File: src/rtl/dqn_action_selector.sv
// dqn_action_selector: epsilon-greedy action picker for the 3x3 grid-world DQN.
// Explores with a random action from a 16-bit LFSR, or reads the four Q-values
// of the current state and returns the signed argmax (ties go to the lowest index).
// Epsilon decays linearly on each episode boundary, down to a floor.
module dqn_action_selector #(
    parameter int unsigned QW       = 16,
    parameter logic [7:0]  EPS_INIT = 8'd255,
    parameter logic [7:0]  EPS_MIN  = 8'd16,
    parameter logic [7:0]  EPS_DEC  = 8'd8
) (
    input  logic          clk,
    input  logic          rst,
    input  logic          start,
    input  logic [3:0]    st,
    input  logic          episode_done,
    output logic          q_rd,
    output logic [5:0]    q_addr,
    input  logic [QW-1:0] q_data,
    output logic [1:0]    act,
    output logic          act_valid,
    output logic          explore,
    output logic          busy,
    output logic [7:0]    epsilon
);

    // DONE is never resident: the edge leaving EXPL/DRAIN registers the result
    // and lands in IDLE directly, so act_valid coincides with the first IDLE cycle.
    typedef enum logic [2:0] {IDLE, EXPL, READ, DRAIN, DONE} state_t;

    state_t               state, state_nx;
    logic [15:0]          lfsr;
    logic [3:0]           st_l;
    logic                 accept, pick_rand, finish, finish_rand;
    logic                 cmp_valid;
    logic [1:0]           cmp_idx;
    logic signed [QW-1:0] best;
    logic [1:0]           best_a;
    logic                 take;
    logic [1:0]           final_a;

    assign busy      = (state != IDLE);
    assign pick_rand = (lfsr[7:0] < epsilon);
    // a=0 seeds the running best; later indices win only on strict signed greater-than.
    assign take      = cmp_valid && ((cmp_idx == 2'd0) || ($signed(q_data) > best));
    assign final_a   = take ? cmp_idx : best_a;

    // State register.
    always_ff @(posedge clk) begin
        // NOTE: sequential state uses non-blocking assignments so every register samples pre-edge values.
        if (rst) state <= IDLE;
        else     state <= state_nx;
    end

    // Next-state and one-cycle control decode.
    always_comb begin
        // NOTE: defaults first so no path leaves a variable unassigned and infers a latch.
        state_nx    = state;
        accept      = 1'b0;
        finish      = 1'b0;
        finish_rand = 1'b0;
        case (state)
            IDLE: begin
                if (start) begin
                    accept   = 1'b1;
                    state_nx = pick_rand ? EXPL : READ;
                end
            end
            EXPL: begin
                finish      = 1'b1;
                finish_rand = 1'b1;
                state_nx    = IDLE;
            end
            READ: begin
                if (q_addr[1:0] == 2'd3) state_nx = DRAIN;
            end
            DRAIN: begin
                finish   = 1'b1;
                state_nx = IDLE;
            end
            default: state_nx = IDLE;
        endcase
    end

    // Free-running Fibonacci LFSR, x^16+x^14+x^13+x^11+1; holds its seed in reset.
    always_ff @(posedge clk) begin
        if (rst) lfsr <= 16'hACE1;
        else     lfsr <= {lfsr[14:0], lfsr[15] ^ lfsr[13] ^ lfsr[12] ^ lfsr[10]};
    end

    // Q-table read sequencer: four consecutive addresses {st_l, a}, a = 0..3.
    always_ff @(posedge clk) begin
        if (rst) begin
            st_l      <= 4'd0;
            q_rd      <= 1'b0;
            q_addr    <= 6'd0;
            cmp_valid <= 1'b0;
            cmp_idx   <= 2'd0;
        end else begin
            // Data returns one cycle after the strobe; track which index it belongs to.
            cmp_valid <= q_rd;
            cmp_idx   <= q_addr[1:0];
            if (accept) begin
                st_l <= st;
                if (!pick_rand) begin
                    q_rd   <= 1'b1;
                    q_addr <= {st, 2'd0};
                end
            end else if (state == READ) begin
                if (q_addr[1:0] == 2'd3) q_rd <= 1'b0;
                else                     q_addr <= {st_l, q_addr[1:0] + 2'd1};
            end
        end
    end

    // Running argmax, random-action latch and result registers.
    always_ff @(posedge clk) begin
        if (rst) begin
            best      <= '0;
            best_a    <= 2'd0;
            act       <= 2'd0;
            act_valid <= 1'b0;
            explore   <= 1'b0;
        end else begin
            if (accept && pick_rand) begin
                best_a <= lfsr[9:8];
            end else if (take) begin
                best   <= $signed(q_data);
                best_a <= cmp_idx;
            end
            act_valid <= finish;
            if (finish) begin
                // The final compare happens in DRAIN, so fold it in via final_a.
                act     <= finish_rand ? best_a : final_a;
                explore <= finish_rand;
            end
        end
    end

    // Linear epsilon decay with floor; computed in 9 bits to avoid wrap.
    always_ff @(posedge clk) begin
        if (rst) begin
            epsilon <= EPS_INIT;
        end else if (episode_done) begin
            if ({1'b0, epsilon} < ({1'b0, EPS_MIN} + {1'b0, EPS_DEC})) epsilon <= EPS_MIN;
            else                                                       epsilon <= epsilon - EPS_DEC;
        end
    end

endmodule

File: config.mk
export PLATFORM = sky130hd
export DESIGN_NAME = dqn_action_selector
export DESIGN_NICKNAME = d
export VERILOG_FILES = /design/src/rtl/dqn_action_selector.sv
export SDC_FILE = /design/constraint.sdc
export NUM_CORES = 1
export LEC_CHECK = 0
export CORE_MARGIN = 2
export CORE_UTILIZATION = 40
export DETAILED_ROUTE_END_ITERATION = 10
export GPL_ROUTABILITY_DRIVEN = 0
export PLACE_DENSITY = 0.61
export SLEW_MARGIN = 20
export SYNTH_ARGS = -nofsm -noshare
export SYNTH_HDL_FRONTEND = slang
export SYNTH_SLANG_ARGS = --single-unit
File: constraint.sdc
create_clock -name clk -period 2.5 [get_ports clk]
set_input_delay 0.5 -clock clk [delete_from_list [all_inputs] [get_ports clk]]
set_output_delay 0.5 -clock clk [all_outputs]
set_load 0.01 [all_outputs]
==> metrics.md, run 1 <==
| Metric | Value |
|---|---|
| Final worst slack | 70.3 ps |
| Busiest grt layer | met2 |
| Skew-Pair Late Insertion Delay | 330 ps |
| Share of the synthesized area in the top cell type | 0.414 |
| Yosys cell types | 45 |
| Ratio of final minimum period to clock period | 0.972 |
| Clock Path Buffers | 2 |
| Cell Chain, Critical Path | clkdlybuf4s50_1 > ha_4 > a21oi_1 > a2111oi_4 > nor3_4 > xnor2_1 > o211a_1 > buf_4 > buf_16 > mux2i_1 |
| Rows | 31 |
| Sequential area share after synthesis | 0.414 |
| Max Slew Vio Count | 0 |
| Yosys reg bits | 60 |
| # diodes | 0 |
| Met2 usage | 0.251 |
| CTS Buf Count | 9 |
| Pre-CTS WS | -401 ps |
| Yosys warns | 0 |
| Post-CTS Hold Buffers | 0 |
| Internal Power | 1.55 mW |
| Met3 usage | 0.0369 |
| Dpl cells | 459 |
| GRT Overall Usage | 0.155 |
| Design Area, Final | 3900 sq um |
| H-tree Lvls | 3 |
| Worst Setup Start Kind | input port |
| DR pass1 iterations | 5 |
| Placed cell areas | 3490 sq um |
| Clock Skew | 10.0 ps |
| Crit Path Max Fanout | 8 |
| FFs w/ async S/R, synth | 0 |
| CTS tree | built |
| Maximum clock frequency | 412 MHz |
| Syn nets | 365 |
| Ys flop type | dfxtp_1 |
| CP arrival | 2680 ps |
| Critical path class | input port to flip-flop |
| Hold_ws | 412 ps |
| Fin crit period | 2430 ps |
| CP Buf/Inv Count | 3 |
| Leakage | 1.61 nW |
| Switch share | 0.247 |
| Area of the core | 7140 sq um |
| WL/cell | 11.9 microns |
| Final Setup Violations | 0 |
| Hold WC Path Type | flip-flop to flip-flop |
| DRT iter0 DRCs | 46 |
| Syn Inst Count | 316 |
| CTS root buf | clkbuf_8 |
| Sw power | 0.508 mW |
| Power Total | 2.06 mW |
| Setup TNS | 0 ps |
| Avg Cell Area, Syn | 9.18 sq um |
| Die Wd | 89.2 microns |
| Flop pwr share | 0.490 |
| HPWL Detailed | 3930 microns |
| Crit. End Element | flip-flop |
| First-pass GRT wire length | 9600 microns |
| Via count | 2,279 |
| IO Pins | 44 |
| Synth top cells by count | dfxtp_1 (60), nand2_1 (47), inv_1 (26), ha_1 (25), mux2i_1 (22) |
| Post-synth EDFFs | 0 |
| Crit-path slowest cell | clkdlybuf4s50_1 |
| Cell Area, Synth | 2900 sq um |
| Largest net degree at the start of global routing | 38 |
| Area contributors post-synth | dfxtp_1 (41%), ha_1 (11%), mux2i_1 (7.6%), nand2_1 (6.1%), nor2b_1 (4.1%) |
| Number of max-cap violations | 0 |
| Largest stage delay on the critical path | 460 ps |
| Final wirelength | 5710 microns |
| Drt drc | 0 |
| Top Family by Delay on Critical Path | buffers and inverters |
| Max_slew headroom | 0.605 |
| Number of clock sinks | 60 |
| Share of cells above drive strength 1 | 0.175 |
| Antenna violations before repair | 0 |
| Comb power frac | 0.114 |
| Outcome | finished, final reports clean |
| Non-filler cells, final | 481 |
| Clock share of power | 0.396 |
| PD cells | 528 nW/um^2 |
| CTS clk-pin slew, worst paths | 70 ps |
| Met1 Usage GRT | 0.191 |
| Port Buffers | 43 |
| Hold Fails Final Rpt | 0 |
| Worst slew pin tran | 591 ps |
| Post-synth top area cell | dfxtp_1 |
| Vias in the first global route | 2,261 |
| Area Growth Syn to Fin | 34.5% |
| Count leader, synth | dfxtp_1 |
| Die area | 7950 sq um |
| Remaining Overflow, GRT | 0 |
| Worst IR Drop VDD | 308 uV |
| Antenna-violating nets left | 0 |
| Die height | 89.2 microns |
| Fin nets | 426 |
| Final core occ | 0.546 |
| CP required | 2750 ps |
| Via density | 4.74 |
| Initial core utilization | 0.406 |
==> cell usage in the layout, fill, tap and decap left out, types with 8 or more instances in the layout <==
cell | synthesis | layout
clkbuf_8 | 0 | 12
mux2i_1 | 22 | 21
nand2_1 | 47 | 47
a21oi_1 | 14 | 12
dlygate4sd2_1 | 0 | 9
nor2b_1 | 19 | 19
or2_2 | 8 | 8
dfxtp_1 | 60 | 60
nor2_1 | 14 | 14
buf_4 | 2 | 16
inv_1 | 26 | 26
ha_1 | 25 | 18
clkdlybuf4s50_1 | 0 | 29
==> path summary, 6_finish.rpt <==
kind              startpoint       end  slack (ps)  cells after the start
setup / recovery   q_data[3]   best[5]          70                     10
hold reg to reg     lfsr[14]  lfsr[15]         410                      1
hold / removal      lfsr[14]  lfsr[15]         410                      1
setup reg to reg    best[10]   best[5]         170                     11
==> kinds of logic after synthesis <==
group | count (synthesis) | share of synthesized area
flops | 60 | 0.414
fa+ha+maj | 25 | 0.108
xor+xnor | 5 | 0.0151
simple gates | 115 | 0.199
mux | 27 | 0.0962
compound gates | 44 | 0.105
buf+inv | 40 | 0.0625
==> registers in the layout (all words and copies together), names as in the netlist <==
| register | count |
|---|---|
| best | 16 |
| st_l | 4 |
| explore | 1 |
| cmp_valid | 1 |
| q_addr | 6 |
| best_a | 2 |
| act_valid | 1 |
| act | 2 |
| cmp_idx | 2 |
| state | 2 |
| q_rd | 1 |
| lfsr | 16 |
| epsilon | 6 |
==> layer usage <==
layer  up-vias  routed length [microns]
met2        44                     2570
met1      1025                     2810
met5         -                        0
li1       1198                        -
met4         0                      121
met3        12                      213
==> area by class of cell <==
| class | instances | area, sq um |
|---|---|---|
| clock buffers | 12 | 165 |
| inverters | 27 | 101 |
| multi-input cells | 216 | 1660 |
| flip-flops and latches | 60 | 1200 |
| repair buffers | 63 | 622 |
| clock inverters | 4 | 22.5 |
| fillers | 676 | 3240 |
| well taps | 99 | 124 |
==> timing repair <==
item | 4_1_cts | 5_1_grt
setup endpoints to repair | 20 | 20
resized for setup | 19 | 13
pin swaps | 5 | 14
gates cloned | 1 | 0
buffers inserted | 3 | 2
==> power groups by stage <==
| stage | registers, mW | logic [mW] | clock network (mW) |
|---|---|---|---|
| after CTS | 1.01 | 0.232 | 0.837 |
| after global placement | 1.03 | 0.217 | 0 |
| after global routing | 1.01 | 0.262 | 0.876 |
| after detailed placement | 1.03 | 0.219 | 0 |
| final | 1.01 | 0.234 | 0.815 |
| after floorplan | 1.03 | 0.125 | 0 |
No activity file was read; power rests on OpenSTA's default activity.
==> run 2, diff against run 1 <==
--- a/config.mk
+++ b/config.mk
@@ -10,6 +10,7 @@
 export DETAILED_ROUTE_END_ITERATION = 10
 export GPL_ROUTABILITY_DRIVEN = 0
 export PLACE_DENSITY = 0.61
+export SKIP_LAST_GASP = 1
 export SLEW_MARGIN = 20
 export SYNTH_ARGS = -nofsm -noshare
 export SYNTH_HDL_FRONTEND = slang
==> run 2 against run 1 <==
Effect of this change:
- core utilization up 0.053 points
- largest cell class unchanged
- clock power about the same
- sequential power about the same
- clock-buffer cell count unchanged
- sequential cell count unchanged
- first-iteration DRC count down 4.3%
- via count up 0.22%
==> metrics.md, run 2 (synthesis results as in run 1) <==
| Metric | Value |
|---|---|
| DR pass1 iterations | 4 (was 5) |
| Non-filler cells, final | 481 (unchanged) |
| Share of cells above drive strength 1 | 0.175 (unchanged) |
| Drt drc | 0 (unchanged) |
| Top Family by Delay on Critical Path | buffers and inverters (unchanged) |
| Min-Delay Path Depth | 1 (unchanged) |
| IO Pins | 44 (unchanged) |
| Maximum clock frequency | 414 MHz (was 412 MHz) |
| Remaining Overflow, GRT | 0 (unchanged) |
| Number of clock sinks | 60 (unchanged) |
| Fin crit period | 2420 ps (was 2430 ps) |
| Skew-Pair Late Insertion Delay | 330 ps (about the same) |
| Crit. End Element | flip-flop (unchanged) |
| Worst r2r path cells | 11 (unchanged) |
| Max Slew Vio Count | 0 (unchanged) |
| Fillers | 674 (was 676) |
| Die height | 89.2 microns (unchanged) |
| Fin nets | 426 (unchanged) |
| CTS tree | built (unchanged) |
| CTS Buf Count | 9 (unchanged) |
| CTS clk-pin slew, worst paths | 70 ps (about the same) |
| Area Growth Syn to Fin | 34.6% (was 34.5%) |
| Critical path class | input port to flip-flop (unchanged) |
| Outcome | finished, final reports clean (unchanged) |
| Largest registers | best: 16 flops, lfsr: 16 flops (unchanged) |
| CP Buf/Inv Count | 3 (unchanged) |
| Hold WC Path Type | flip-flop to flip-flop (unchanged) |
| PD cells | 527 nW/um^2 (was 528 nW/um^2) |
| Post-CTS Hold Buffers | 0 (unchanged) |
| Worst slew pin tran | 588 ps (was 591 ps) |
| Placed cell areas | 3490 sq um (unchanged) |
| # diodes | 0 (unchanged) |
| CP arrival | 2630 ps (was 2680 ps) |
| Hold Fails Final Rpt | 0 (unchanged) |
| Commonest non-fill, non-tap cell in the layout | dfxtp_1 (unchanged) |
| Initial core utilization | 0.406 (unchanged) |
| Crit Path Max Fanout | 8 (unchanged) |
| DRT iter0 DRCs | 44 (was 46) |
| Worst IR Drop VDD | 308 uV (about the same) |
| Clock Path Buffers | 2 (unchanged) |
| Largest net degree at the start of global routing | 38 (unchanged) |
| Sequential cell area | 1200 sq um (unchanged) |
| Leakage | 1.62 nW (was 1.61 nW) |
| Vias in the first global route | 2,261 (unchanged) |
| CP Depth | 10 (unchanged) |
| CTS root buf | clkbuf_8 (unchanged) |
| H-tree Lvls | 3 (unchanged) |
| Ratio of final minimum period to clock period | 0.967 (was 0.972) |
| Port Buffers | 43 (unchanged) |
| Number of max-cap violations | 0 (unchanged) |
| GRT Overall Usage | 0.155 (unchanged) |
| Power Total | 2.06 mW (about the same) |
| HPWL Detailed | 3930 microns (unchanged) |
| Die area | 7950 sq um (unchanged) |
| Worst Setup Start Kind | input port (unchanged) |
| Max_slew headroom | 0.608 (was 0.605) |
| Pre-CTS WS | -401 ps (unchanged) |
| Multi-input gate area | 1660 sq um (unchanged) |
| Dpl cells | 459 (unchanged) |
| Largest stage delay on the critical path | 460 ps (about the same) |
| Antenna violations before repair | 0 (unchanged) |
| Final wirelength | 5700 microns (was 5710 microns) |
| Most frequent cells in the layout | dfxtp_1 (60), nand2_1 (47), clkdlybuf4s50_1 (29) (unchanged) |
| Via density | 4.75 (was 4.74) |
| Design Area, Final | 3900 sq um (about the same) |
| Via count | 2,284 (was 2,279) |
| Final worst slack | 82.7 ps (was 70.3 ps) |
| First-pass GRT wire length | 9600 microns (unchanged) |
| Cell Chain, Critical Path | clkdlybuf4s50_1 > ha_4 > a21oi_1 > a2111oi_4 > nor3_4 > xnor2_1 > o211a_1 > buf_4 > buf_16 > mux2i_1 (unchanged) |
| Final Setup Violations | 0 (unchanged) |
| CP required | 2720 ps (was 2750 ps) |
| Clock Skew | 9.97 ps (was 10.0 ps) |
| Die Wd | 89.2 microns (unchanged) |
| Crit-path slowest cell | clkdlybuf4s50_1 (unchanged) |
| Area of the core | 7140 sq um (unchanged) |
| Antenna-violating nets left | 0 (unchanged) |
| WL/cell | 11.9 microns (about the same) |
| Rows | 31 (unchanged) |
## run 2: cell types whose count changed in the layout (fill, tap and decap cells not counted), sizes merged
cell / before / now
dlygate4sd2: 9 / 8
dlymetal6s2s: 5 / 6
## run 2: repair_timing
action | in CTS | in global routing
endpoints found under the setup margin | 20 | 20
buffers inserted | 3 | 2
pin swaps | 4 | 14
resized for setup | 18 | 14
cloned | 1 | 0
## run 2: cell type report
| class | count | area share |
|---|---|---|
| clock inverter | 4 | 0.00577 |
| tap | 99 | 0.0317 |
| clock buffer | 12 | 0.0423 |
| inverter | 27 | 0.0260 |
| multi-input combinational | 216 | 0.426 |
| sequential | 60 | 0.308 |
| timing repair buffer | 63 | 0.160 |
## run 2: per-layer routing
layer	vias to the layer above	routed length, microns	share of wire	global-route usage
li1	1197	-	-	-
met1	1029	2780	0.49	0.191
met2	46	2580	0.45	0.251
met3	12	221	0.039	0.0369
met4	0	121	0.021	0.0828
met5	-	0	0	0
## run 2: final timing paths
check / slack [ps] / end / startpoint
max: 80 / best[0] / q_data[3]
min: 410 / lfsr[15] / lfsr[14]
max reg2reg: 180 / best[0] / best[10]
min reg2reg: 410 / lfsr[15] / lfsr[14]
## run 2: power by group
group	leakage, nW	switching, mW	internal [mW]
logic	1.03	0.109	0.126
clock network	0.0982	0.378	0.436
registers	0.490	0.0195	0.989
## run 2: through the flow
| step | util | hold WS (ps) | setup TNS [ps] |
|---|---|---|---|
| floorplan | - | 389 | 0 |
| global placement | 0.489 | 391 | -6720 |
| detailed placement | 0.489 | 406 | -7500 |
| CTS | 0.535 | 409 | -134 |
| global route | 0.547 | 418 | -26.7 |
| finish | 0.547 | 413 | 0 |
==> run 3, diff against run 2 <==
--- a/config.mk
+++ b/config.mk
@@ -5,11 +5,12 @@
 export SDC_FILE = /design/constraint.sdc
 export NUM_CORES = 1
 export LEC_CHECK = 0
-export CORE_MARGIN = 2
+export CAP_MARGIN = 10
 export CORE_UTILIZATION = 40
 export DETAILED_ROUTE_END_ITERATION = 10
 export GPL_ROUTABILITY_DRIVEN = 0
 export PLACE_DENSITY = 0.61
+export RECOVER_POWER = 50
 export SKIP_LAST_GASP = 1
 export SLEW_MARGIN = 20
 export SYNTH_ARGS = -nofsm -noshare
==> run 3 against run 2 <==
Effect of this change:
- sequential share of layout area is essentially flat
- die area shrank 4.4%
- fmax shrank 1.3%
- global-route usage grew 1.0 points
- clock power grew 7.6%
- setup slack lost 32 ps
- first-iteration DRC count shrank 27%
- cell area grew 0.16%
- non-clock buffer count is the same
==> metrics.md, run 3 (synthesis results as in run 1) <==
| Metric | Value |
|---|---|
| Most frequent cells in the layout | dfxtp_1 (60), nand2_1 (47), inv_1 (26) (was dfxtp_1 (60), nand2_1 (47), clkdlybuf4s50_1 (29)) |
| Die height | 87.2 microns (was 89.2 microns) |
| RSZ-0062 raised after global routing | true |
| Via count | 2,311 (was 2,284) |
| Area of the core | 6910 sq um (was 7140 sq um) |
| Hold Fails Final Rpt | 0 (unchanged) |
| HPWL Detailed | 3830 microns (was 3930 microns) |
| First-pass GRT wire length | 9720 microns (was 9600 microns) |
| Pre-CTS WS | -370 ps (was -401 ps) |
| Largest net degree at the start of global routing | 38 (unchanged) |
| Maximum clock frequency | 408 MHz (was 414 MHz) |
| Worst slew pin tran | 857 ps (was 588 ps) |
| WL/cell | 11.9 microns (about the same) |
| Cell Chain, Critical Path | clkdlybuf4s50_1 > ha_1 > nand4_1 > buf_6 > a2111oi_4 > nor3_4 > xnor2_1 > o211a_1 > buf_4 > buf_16 > mux2i_1 (was clkdlybuf4s50_1 > ha_4 > a21oi_1 > a2111oi_4 > nor3_4 > xnor2_1 > o211a_1 > buf_4 > buf_16 > mux2i_1) |
| Rows | 30 (was 31) |
| Port Buffers | 43 (unchanged) |
| Worst Setup Start Kind | input port (unchanged) |
| Number of max-cap violations | 0 (unchanged) |
| CP Buf/Inv Count | 4 (was 3) |
| Setup TNS | 0 ps (unchanged) |
| Remaining Overflow, GRT | 0 (unchanged) |
| Area Growth Syn to Fin | 34.8% (was 34.6%) |
| Critical path class | input port to flip-flop (unchanged) |
| CTS tree | built (unchanged) |
| Outcome | finished, final reports clean (unchanged) |
| DR pass1 iterations | 4 (unchanged) |
| CTS root buf | clkbuf_8 (unchanged) |
| Clock Skew | 10.3 ps (was 9.97 ps) |
| Max_slew headroom | 0.429 (was 0.608) |
| Final Setup Violations | 0 (unchanged) |
| Crit. End Element | flip-flop (unchanged) |
| Die area | 7600 sq um (was 7950 sq um) |
| Fin nets | 426 (unchanged) |
| Reg2reg setup slack | 170 ps (was 180 ps) |
| Dpl cells | 456 (was 459) |
| Antenna violations before repair | 0 (unchanged) |
| Non-filler cells, final | 478 (was 481) |
| Fillers | 640 (was 674) |
| CTS clk-pin slew, worst paths | 70 ps (about the same) |
| H-tree Lvls | 3 (unchanged) |
| IO Pins | 44 (unchanged) |
| Die Wd | 87.2 microns (was 89.2 microns) |
| Crit Path Max Fanout | 8 (unchanged) |
| Fin crit period | 2450 ps (was 2420 ps) |
| Largest registers | best: 16 flops, lfsr: 16 flops (unchanged) |
| Leakage | 1.64 nW (was 1.62 nW) |
| DRT iter0 DRCs | 32 (was 44) |
| Crit-path slowest cell | clkdlybuf4s50_1 (unchanged) |
| Max Slew Vio Count | 0 (unchanged) |
| # diodes | 0 (unchanged) |
| Vias in the first global route | 2,294 (was 2,261) |
| Antenna-violating nets left | 0 (unchanged) |
| CTS Buf Count | 9 (unchanged) |
| Clock Path Buffers | 2 (unchanged) |
| Ratio of final minimum period to clock period | 0.980 (was 0.967) |
| Final worst slack | 50.7 ps (was 82.7 ps) |
| Number of clock sinks | 60 (unchanged) |
| Share of cells above drive strength 1 | 0.170 (was 0.175) |
| GRT Overall Usage | 0.165 (was 0.155) |
| Initial core utilization | 0.420 (was 0.406) |
| Worst IR Drop VDD | 372 uV (was 308 uV) |
| Largest stage delay on the critical path | 430 ps (was 460 ps) |
| Drt drc | 0 (unchanged) |
| Hold WC Path Type | flip-flop to flip-flop (unchanged) |
| PD cells | 541 nW/um^2 (was 527 nW/um^2) |
| CP required | 2720 ps (about the same) |
| Via density | 4.83 (was 4.75) |
| Skew-Pair Late Insertion Delay | 330 ps (about the same) |
| CP arrival | 2670 ps (was 2630 ps) |
| Commonest non-fill, non-tap cell in the layout | dfxtp_1 (unchanged) |
| Top Family by Delay on Critical Path | buffers and inverters (unchanged) |
| Final wirelength | 5670 microns (was 5700 microns) |
## run 3: cell count changes in the layout (fill, tap and decap cells not counted), sizes merged
cell,before,now
clkinv,3,2
clkdlybuf4s50,29,22
dlygate4sd3,0,6
clkbuf,12,13
dlymetal6s2s,6,7
bufinv,0,1
buf,20,19
## run 3: power breakdown
part | leakage [nW] | internal, mW | switching [mW]
clock | 0.102 | 0.511 | 0.365
sequential | 0.490 | 0.990 | 0.0198
combinational | 1.05 | 0.123 | 0.109
total | 1.64 | 1.62 | 0.493
## run 3: area by class of cell
class | count | area [sq um] | share of cell area
Multi-Input combinational cell | 216 | 1660 | 0.426
Timing Repair Buffer | 63 | 621 | 0.159
Inverter | 27 | 101 | 0.0259
Clock inverter | 4 | 47.5 | 0.0122
Tap cell | 96 | 120 | 0.0307
Clock buffer | 12 | 155 | 0.0397
Sequential cell | 60 | 1200 | 0.307
## run 3: through the flow
stage	util	total power, mW	hold WS (ps)	instance area (sq um)
global route	0.566	2.23	444	3910
CTS	0.556	2.14	412	3840
finish	0.566	2.12	412	3910
floorplan	-	1.15	389	2900
global placement	0.505	1.25	392	3490
detailed placement	0.505	1.25	396	3490
## run 3: repair_timing
item                                   in CTS  in global routing
endpoints found under the hold margin       0                  0
gates resized for setup                    19                 13
setup endpoints to repair                  18                 24
hold buffers                                0                  0
pin swaps                                  10                 12
buffers inserted                            2                  3
cloned                                      1                  0
## run 3: per-layer routing
layer | GRT usage | up-vias | wire length (microns)
li1 | - | 1188 | -
met1 | 0.194 | 1067 | 2650
met2 | 0.278 | 46 | 2660
met3 | 0.0540 | 10 | 254
met4 | 0.0656 | 0 | 106
met5 | 0 | - | 0
## run 3: path summary, 6_finish.rpt
kind / start / end / cells past startpoint
max: q_data[8] / best[15] / 11
min: lfsr[14] / lfsr[15] / 1
max reg2reg: best[1] / best[15] / 11
min reg2reg: lfsr[14] / lfsr[15] / 1
